File: config.mk
export PLATFORM = sky130hd
export DESIGN_NAME = digest_display_ctrl_flat
export DESIGN_NICKNAME = d
export VERILOG_FILES = /design/src/rtl/digest_display_ctrl_pkg.sv /design/src/rtl/digest_display_ctrl_if.sv /design/src/rtl/digest_display_ctrl_step_timer.sv /design/src/rtl/digest_display_ctrl.sv /design/src/flat_wrapper.sv
export SDC_FILE = /design/constraint.sdc
export NUM_CORES = 1
export LEC_CHECK = 0
export ABC_AREA = 1
export BUFFER_PORTS_ARGS = -buffer_cell sky130_fd_sc_hd__buf_2
export CORE_ASPECT_RATIO = 0.9
export CORE_UTILIZATION = 55
export CTS_BUF_LIST = sky130_fd_sc_hd__clkbuf_4
export DETAILED_ROUTE_END_ITERATION = 6
export GPL_TIMING_DRIVEN = 0
export PLACE_DENSITY = 0.83
export SETUP_SLACK_MARGIN = 0.05
export SLEW_MARGIN = 10
export SYNTH_ARGS = -nofsm -noshare
export SYNTH_HDL_FRONTEND = slang
export SYNTH_HIERARCHICAL = 1
export SYNTH_SLANG_ARGS = --single-unit
File: constraint.sdc
create_clock -name clk -period 3.02 [get_ports clk]
set_input_delay 0.151 -clock clk [delete_from_list [all_inputs] [get_ports clk]]
set_output_delay 0.151 -clock clk [all_outputs]
set_load 0.03 [all_outputs]
File: src/rtl/digest_display_ctrl_pkg.sv
// Shared types and constants for the digest display controller.
// Also holds the wrap-around word-index stepping helpers.
package digest_display_ctrl_pkg;

    localparam int WORD_W             = 32;
    localparam int SEL_W              = 3;
    localparam int LED_W              = 5;
    localparam int DEFAULT_STEP_TICKS = 100000000;

    typedef enum logic [1:0] {
        EMPTY = 2'd0,
        SHOW  = 2'd1,
        AUTO  = 2'd2
    } state_t;

    function automatic logic [SEL_W-1:0] sel_forward(input logic [SEL_W-1:0] cur,
                                                     input int num_words);
        return (cur == SEL_W'(num_words - 1)) ? '0 : cur + 1'b1;
    endfunction

    function automatic logic [SEL_W-1:0] sel_backward(input logic [SEL_W-1:0] cur,
                                                      input int num_words);
        return (cur == '0) ? SEL_W'(num_words - 1) : cur - 1'b1;
    endfunction

endpackage

File: src/rtl/digest_display_ctrl_if.sv
// Control/data bundle between the hash/button side and the display controller.
interface digest_display_ctrl_if #(
    parameter int DIGEST_W = 256
);
    import digest_display_ctrl_pkg::*;

    logic [DIGEST_W-1:0] digest_in;
    logic                digest_valid;
    logic                clear;
    logic                btn_next;
    logic                btn_prev;
    logic                auto_en;
    logic [WORD_W-1:0]   word_out;
    logic [SEL_W-1:0]    sel;
    logic [LED_W-1:0]    led;
    logic                word_valid;

    modport master (
        output digest_in, digest_valid, clear, btn_next, btn_prev, auto_en,
        input  word_out, sel, led, word_valid
    );

    modport slave (
        input  digest_in, digest_valid, clear, btn_next, btn_prev, auto_en,
        output word_out, sel, led, word_valid
    );

endinterface

File: src/rtl/digest_display_ctrl_step_timer.sv
// Free-running auto-advance timer: counts 0..STEP_TICKS-1 while run is high,
// pulsing tick on the terminal count.
module step_timer
    import digest_display_ctrl_pkg::*;
#(
    parameter int STEP_TICKS = DEFAULT_STEP_TICKS
) (
    input  logic clk,
    input  logic rst_n,
    input  logic run,
    input  logic restart,
    output logic tick
);

    localparam int              CNT_W = $clog2(STEP_TICKS);
    localparam logic [CNT_W-1:0] LAST = CNT_W'(STEP_TICKS - 1);

    logic [CNT_W-1:0] count;

    assign tick = run && (count == LAST);

    always_ff @(posedge clk or negedge rst_n) begin
        if (!rst_n) begin
            count <= '0;
        end else if (restart || !run || count == LAST) begin
            count <= '0;
        end else begin
            count <= count + 1'b1;
        end
    end

endmodule

File: src/rtl/digest_display_ctrl.sv
// Holds a captured hash digest and presents one 32-bit word at a time,
// stepped by buttons or by a periodic timer, with a one-hot LED index.
module digest_display_ctrl
    import digest_display_ctrl_pkg::*;
#(
    parameter int DIGEST_W   = 256,
    parameter int NUM_WORDS  = 5,
    parameter int STEP_TICKS = DEFAULT_STEP_TICKS
) (
    input  logic                  clk,
    input  logic                  rst_n,
    digest_display_ctrl_if.slave  bus
);

    localparam int HELD_W = NUM_WORDS * WORD_W;

    state_t             state_q, state_d;
    logic [HELD_W-1:0]  digest_q, digest_d;
    logic [SEL_W-1:0]   sel_q, sel_d;
    logic [WORD_W-1:0]  word_q, word_d;
    logic [LED_W-1:0]   led_q, led_d;
    logic               valid_q, valid_d;

    logic [DIGEST_W-1:0] digest_raw;
    logic                unused_digest_bits;
    logic                any_btn;
    logic                timer_run;
    logic                timer_restart;
    logic                tick;

    // Only the displayed words are stored; any extra digest bits are dropped.
    assign digest_raw         = bus.digest_in;
    assign unused_digest_bits = ^digest_raw;
    assign any_btn            = bus.btn_next | bus.btn_prev;
    assign timer_run          = (state_q == AUTO) && bus.auto_en;

    step_timer #(
        .STEP_TICKS (STEP_TICKS)
    ) u_step_timer (
        .clk     (clk),
        .rst_n   (rst_n),
        .run     (timer_run),
        .restart (timer_restart),
        .tick    (tick)
    );

    // Priority: clear, then capture, then buttons, then timer tick.
    always_comb begin
        state_d       = state_q;
        digest_d      = digest_q;
        sel_d         = sel_q;
        timer_restart = 1'b0;

        if (bus.clear) begin
            state_d       = EMPTY;
            digest_d      = '0;
            sel_d         = '0;
            timer_restart = 1'b1;
        end else if (bus.digest_valid) begin
            state_d       = bus.auto_en ? AUTO : SHOW;
            digest_d      = digest_raw[HELD_W-1:0];
            sel_d         = '0;
            timer_restart = 1'b1;
        end else if (state_q != EMPTY) begin
            state_d = bus.auto_en ? AUTO : SHOW;
            if (any_btn) begin
                timer_restart = 1'b1;
                if (bus.btn_next && !bus.btn_prev) begin
                    sel_d = sel_forward(sel_q, NUM_WORDS);
                end else if (bus.btn_prev && !bus.btn_next) begin
                    sel_d = sel_backward(sel_q, NUM_WORDS);
                end
            end else if (tick) begin
                sel_d = sel_forward(sel_q, NUM_WORDS);
            end
        end
    end

    // Outputs derive from the next-state values so word, index and LEDs stay coherent.
    always_comb begin
        word_d  = '0;
        led_d   = '0;
        valid_d = (state_d != EMPTY);

        if (valid_d) begin
            for (int i = 0; i < NUM_WORDS; i++) begin
                if (sel_d == SEL_W'(i)) begin
                    word_d = digest_d[i*WORD_W +: WORD_W];
                end
            end
            for (int i = 0; i < LED_W; i++) begin
                led_d[i] = (sel_d == SEL_W'(i));
            end
        end
    end

    always_ff @(posedge clk or negedge rst_n) begin
        if (!rst_n) begin
            state_q  <= EMPTY;
            digest_q <= '0;
            sel_q    <= '0;
            word_q   <= '0;
            led_q    <= '0;
            valid_q  <= 1'b0;
        end else begin
            state_q  <= state_d;
            digest_q <= digest_d;
            sel_q    <= sel_d;
            word_q   <= word_d;
            led_q    <= led_d;
            valid_q  <= valid_d;
        end
    end

    assign bus.word_out   = word_q;
    assign bus.sel        = sel_q;
    assign bus.led        = led_q;
    assign bus.word_valid = valid_q;

endmodule

File: src/flat_wrapper.sv
// flat-port wrapper written by rule: the top's interface ports become plain ports
module digest_display_ctrl_flat import digest_display_ctrl_pkg::*;
#(
    parameter int DIGEST_W   = 256,
    parameter int NUM_WORDS  = 5,
    parameter int STEP_TICKS = DEFAULT_STEP_TICKS
)
  (clk, rst_n, bus_digest_in, bus_digest_valid, bus_clear, bus_btn_next, bus_btn_prev, bus_auto_en, bus_word_out, bus_sel, bus_led, bus_word_valid);
  digest_display_ctrl_if #(.DIGEST_W(DIGEST_W)) bus_i ();
  input  logic clk;
  input  logic rst_n;
  input wire logic [$bits(bus_i.digest_in)-1:0] bus_digest_in;
  input wire logic [$bits(bus_i.digest_valid)-1:0] bus_digest_valid;
  input wire logic [$bits(bus_i.clear)-1:0] bus_clear;
  input wire logic [$bits(bus_i.btn_next)-1:0] bus_btn_next;
  input wire logic [$bits(bus_i.btn_prev)-1:0] bus_btn_prev;
  input wire logic [$bits(bus_i.auto_en)-1:0] bus_auto_en;
  output wire logic [$bits(bus_i.word_out)-1:0] bus_word_out;
  output wire logic [$bits(bus_i.sel)-1:0] bus_sel;
  output wire logic [$bits(bus_i.led)-1:0] bus_led;
  output wire logic [$bits(bus_i.word_valid)-1:0] bus_word_valid;
  assign bus_i.digest_in = bus_digest_in;
  assign bus_i.digest_valid = bus_digest_valid;
  assign bus_i.clear = bus_clear;
  assign bus_i.btn_next = bus_btn_next;
  assign bus_i.btn_prev = bus_btn_prev;
  assign bus_i.auto_en = bus_auto_en;
  assign bus_word_out = bus_i.word_out;
  assign bus_sel = bus_i.sel;
  assign bus_led = bus_i.led;
  assign bus_word_valid = bus_i.word_valid;
  digest_display_ctrl #(.DIGEST_W(DIGEST_W), .NUM_WORDS(NUM_WORDS), .STEP_TICKS(STEP_TICKS)) u_core (.clk(clk), .rst_n(rst_n), .bus(bus_i));
endmodule
==> out/summary.txt <==
Outcome = complete, but fails checks
Failing checks = DRC
DPL Wire Length = 24200 um
Layout area overhead = 33.78%
Residual DRC = 11
Reg clk slew, reported paths = 70 ps
Worst-Skew Late Latency = 740 ps
First-pass GRT wire length = 62220 um
Initial DRC count = 1638
Post-DRT Antenna Nets = 0
Die W = 152.5 um
Synthesized area per cell = 7.954 um2
Core area = 0.01999 mm2
Synth Warn # = 6
Fin. max-slew vios = 0
Final hold slack = 68.00 ps
Final Hold Viols = 0
Comb pwr share = 16.5%
Layout Nets = 2108
CP Max Fanout = 10
Max cap viols = 0
Switching pwr = 2.106 mW
Cts bufs inserted = 57
Total clock sinks = 230
HP Class = input port to flop
Post-route minimum period = 2811 ps
F_max = 0.3558 GHz
Sequential Power Share = 47.0%
Share of layout cells above drive strength 1 = 22.58%
Final setup viols = 0
Main area contributors after synthesis = dfrtp_1 (51%), nor2_1 (14%), o21ai_0 (8.5%)
Clk buf depth = 3
Syn Inst Count = 1410
Chip height = 137.5 um
CP arrival = 3390 ps
Post-layout util = 75.07%
Yosys top cell area share = 51.32%
Critical Path RT = 3600 ps
Largest net degree at the start of global routing = 104
Initial antenna violation count = 1
Clock H-tree levels = 2
Via Count = 12230
Clock skew = 84.69 ps
Total Wirelength = 39200 um
Commonest non-fill, non-tap cell in the layout = nor2_1
Final Cycle Share = 93.07%
FP Rows = 49
# placed instances = 1873
Synthesized flop and latch total = 230
Full die area = 0.02097 mm2
Post-synth top area cell = dfrtp_1
Design internal power = 4.920 mW
IO Port Bufs = 206
WL/cell = 18.33 um
First-pass detailed-route iteration total = 7
Initial Util = 56.12%
CP Capture Type = flop
Vias in the first global route = 12180
Switch share = 29.98%
Unique masters post-synth = 30
Sequential fraction of the synthesis area = 51.32%
CP startpoint kind = flop
Placer Congestion = 0.9139
GRT Resource Usage Total = 38.51%
Worst-Margin Slew = 767.7 ps
Peak VDD IR = 327.3 uV
I/O Pins = 304
Mapped Area = 0.01122 mm2
Synthesized net count = 1677
CTS tree = built
CP Class = flop to flop
Leak pwr = 7.347 nW
Clock root buffer = clkbuf_4
PwrDens = 468.3 mW/mm2
Non-Filler Instances = 2138
Gr ovfl total = 0
Clock power share = 36.5%
Fillers = 1422
Most frequent cells in the layout = nor2_1 (413), buf_2 (235), dfrtp_1 (229)
RSZ-0062 raised after global routing = yes
Slew Limit Headroom = 48.82%
DR vias/cell = 5.720
## power groups by stage
stage               clock, mW  sequential [mW]  combinational [mW]
finish                   2.56             3.30                1.16
global placement            0             3.35               0.901
CTS                      2.55             3.29                1.10
floorplan                   0             3.40               0.472
global route             2.75             3.31                1.25
detailed placement          0             3.35               0.929
## registers in the layout (all words and copies together) (netlist names)
| signal | cells |
|---|---|
| u_core/bus.sel | 3 |
| u_core/bus.word_valid | 1 |
| u_core/u_step_timer/count | 27 |
| u_core/state_q | 2 |
| u_core/bus.word_out | 32 |
| u_core/bus.led | 5 |
| u_core/digest_q | 160 |
## cell usage after synthesis
cell type and number:
a21oi_1 11, a21oi_2 17, a21oi_4 1, buf_2 32, buf_4 13, buf_6 9
clkbuf_1 39, clkinv_4 1, dfrtp_1 230, ha_1 4, inv_1 35, inv_2 25
nand2_1 175, nand2_2 8, nand2_4 4, nand3_1 61, nand3_2 3, nand4_1 55
nor2_1 416, nor2_2 3, nor2_4 4, nor3_1 6, nor4_1 2, o211ai_2 1
o21ai_0 191, o21ai_1 46, o21bai_1 2, or2_2 1, xnor2_1 5, xor2_1 10
## worst max-delay path: stages (launching register included)
cell and delay (ps):
dfrtp_2 410, ha_4 170, nand3_2 150, inv_2 100, nand2_2 100, inv_1 120, nand2_1 70, nor3_2 130
inv_1 90, o21ai_0 150, nand2_1 70, nand2_1 140, inv_2 50, nand2_2 140, buf_6 190, nor2_4 60
buf_4 170, o21ai_0 90, nand2_1 140, a21oi_2 180
## final timing paths
check / start / to / slack, ps / depth (start not counted)
min reg2reg: u_core/digest_q[93] / u_core/digest_q[93] / 490 / 2
max: u_core/u_step_timer/count[0] / u_core/bus.word_out[3] / 210 / 19
min in group asynchronous: rst_n / u_core/bus.word_out[6] / 80 / 2
min: bus_digest_valid / u_core/bus.sel[2] / 70 / 6
max reg2reg: u_core/u_step_timer/count[0] / u_core/bus.word_out[3] / 210 / 19
max in group asynchronous: rst_n / u_core/digest_q[102] / 1790 / 4
## cell families after synthesis
logic type	share of synthesized area [%]
compound gates	12.78
fa+ha+maj	0.4462
flops	51.32
xor+xnor	1.171
simple gates	27.69
buf+inv	6.593
## through the flow
step	power, mW	worst slack (ps)	setup TNS [ps]	instance area [um2]
final	7.026	209.2	0	15000
after floorplan	3.872	590.4	0	11220
after detailed placement	4.280	62.00	0	12630
after global placement	4.247	-2178	-495810	12570
after CTS	6.937	88.31	0	14950
after global routing	7.317	38.90	0	15000
## layer usage
metal / vias to the layer above / share of wire [%] / global-route usage [%]
met1: 5640 / 39 / 48.23
met5: - / 0 / 0
met2: 867 / 46 / 61.98
met3: 219 / 9.9 / 9.311
met4: 0 / 5.5 / 22.17
li1: 5503 / - / -
## repair_timing
item,4_1_cts,5_1_grt
buffers inserted,0,1
hold endpoints to repair,296,0
resized for setup,1,13
hold buffers,163,0
setup endpoints to repair,1,32
## cell type report
| class | instances | area (um2) | share of cell area, % |
|---|---|---|---|
| Timing Repair Buffer | 372 | 2735 | 18.23 |
| Sequential cell | 230 | 5757 | 38.37 |
| Clock buffer | 81 | 608.1 | 4.053 |
| Inverter | 61 | 234.0 | 1.559 |
| Clock inverter | 19 | 78.83 | 0.5253 |
| Multi-Input combinational cell | 1026 | 4755 | 31.69 |
| Buffer | 93 | 515.5 | 3.436 |
| Tap cell | 255 | 319.1 | 2.126 |
| Antenna cell | 1 | 2.502 | 0.01668 |
Note: power is estimated with default switching activity, not from simulation.
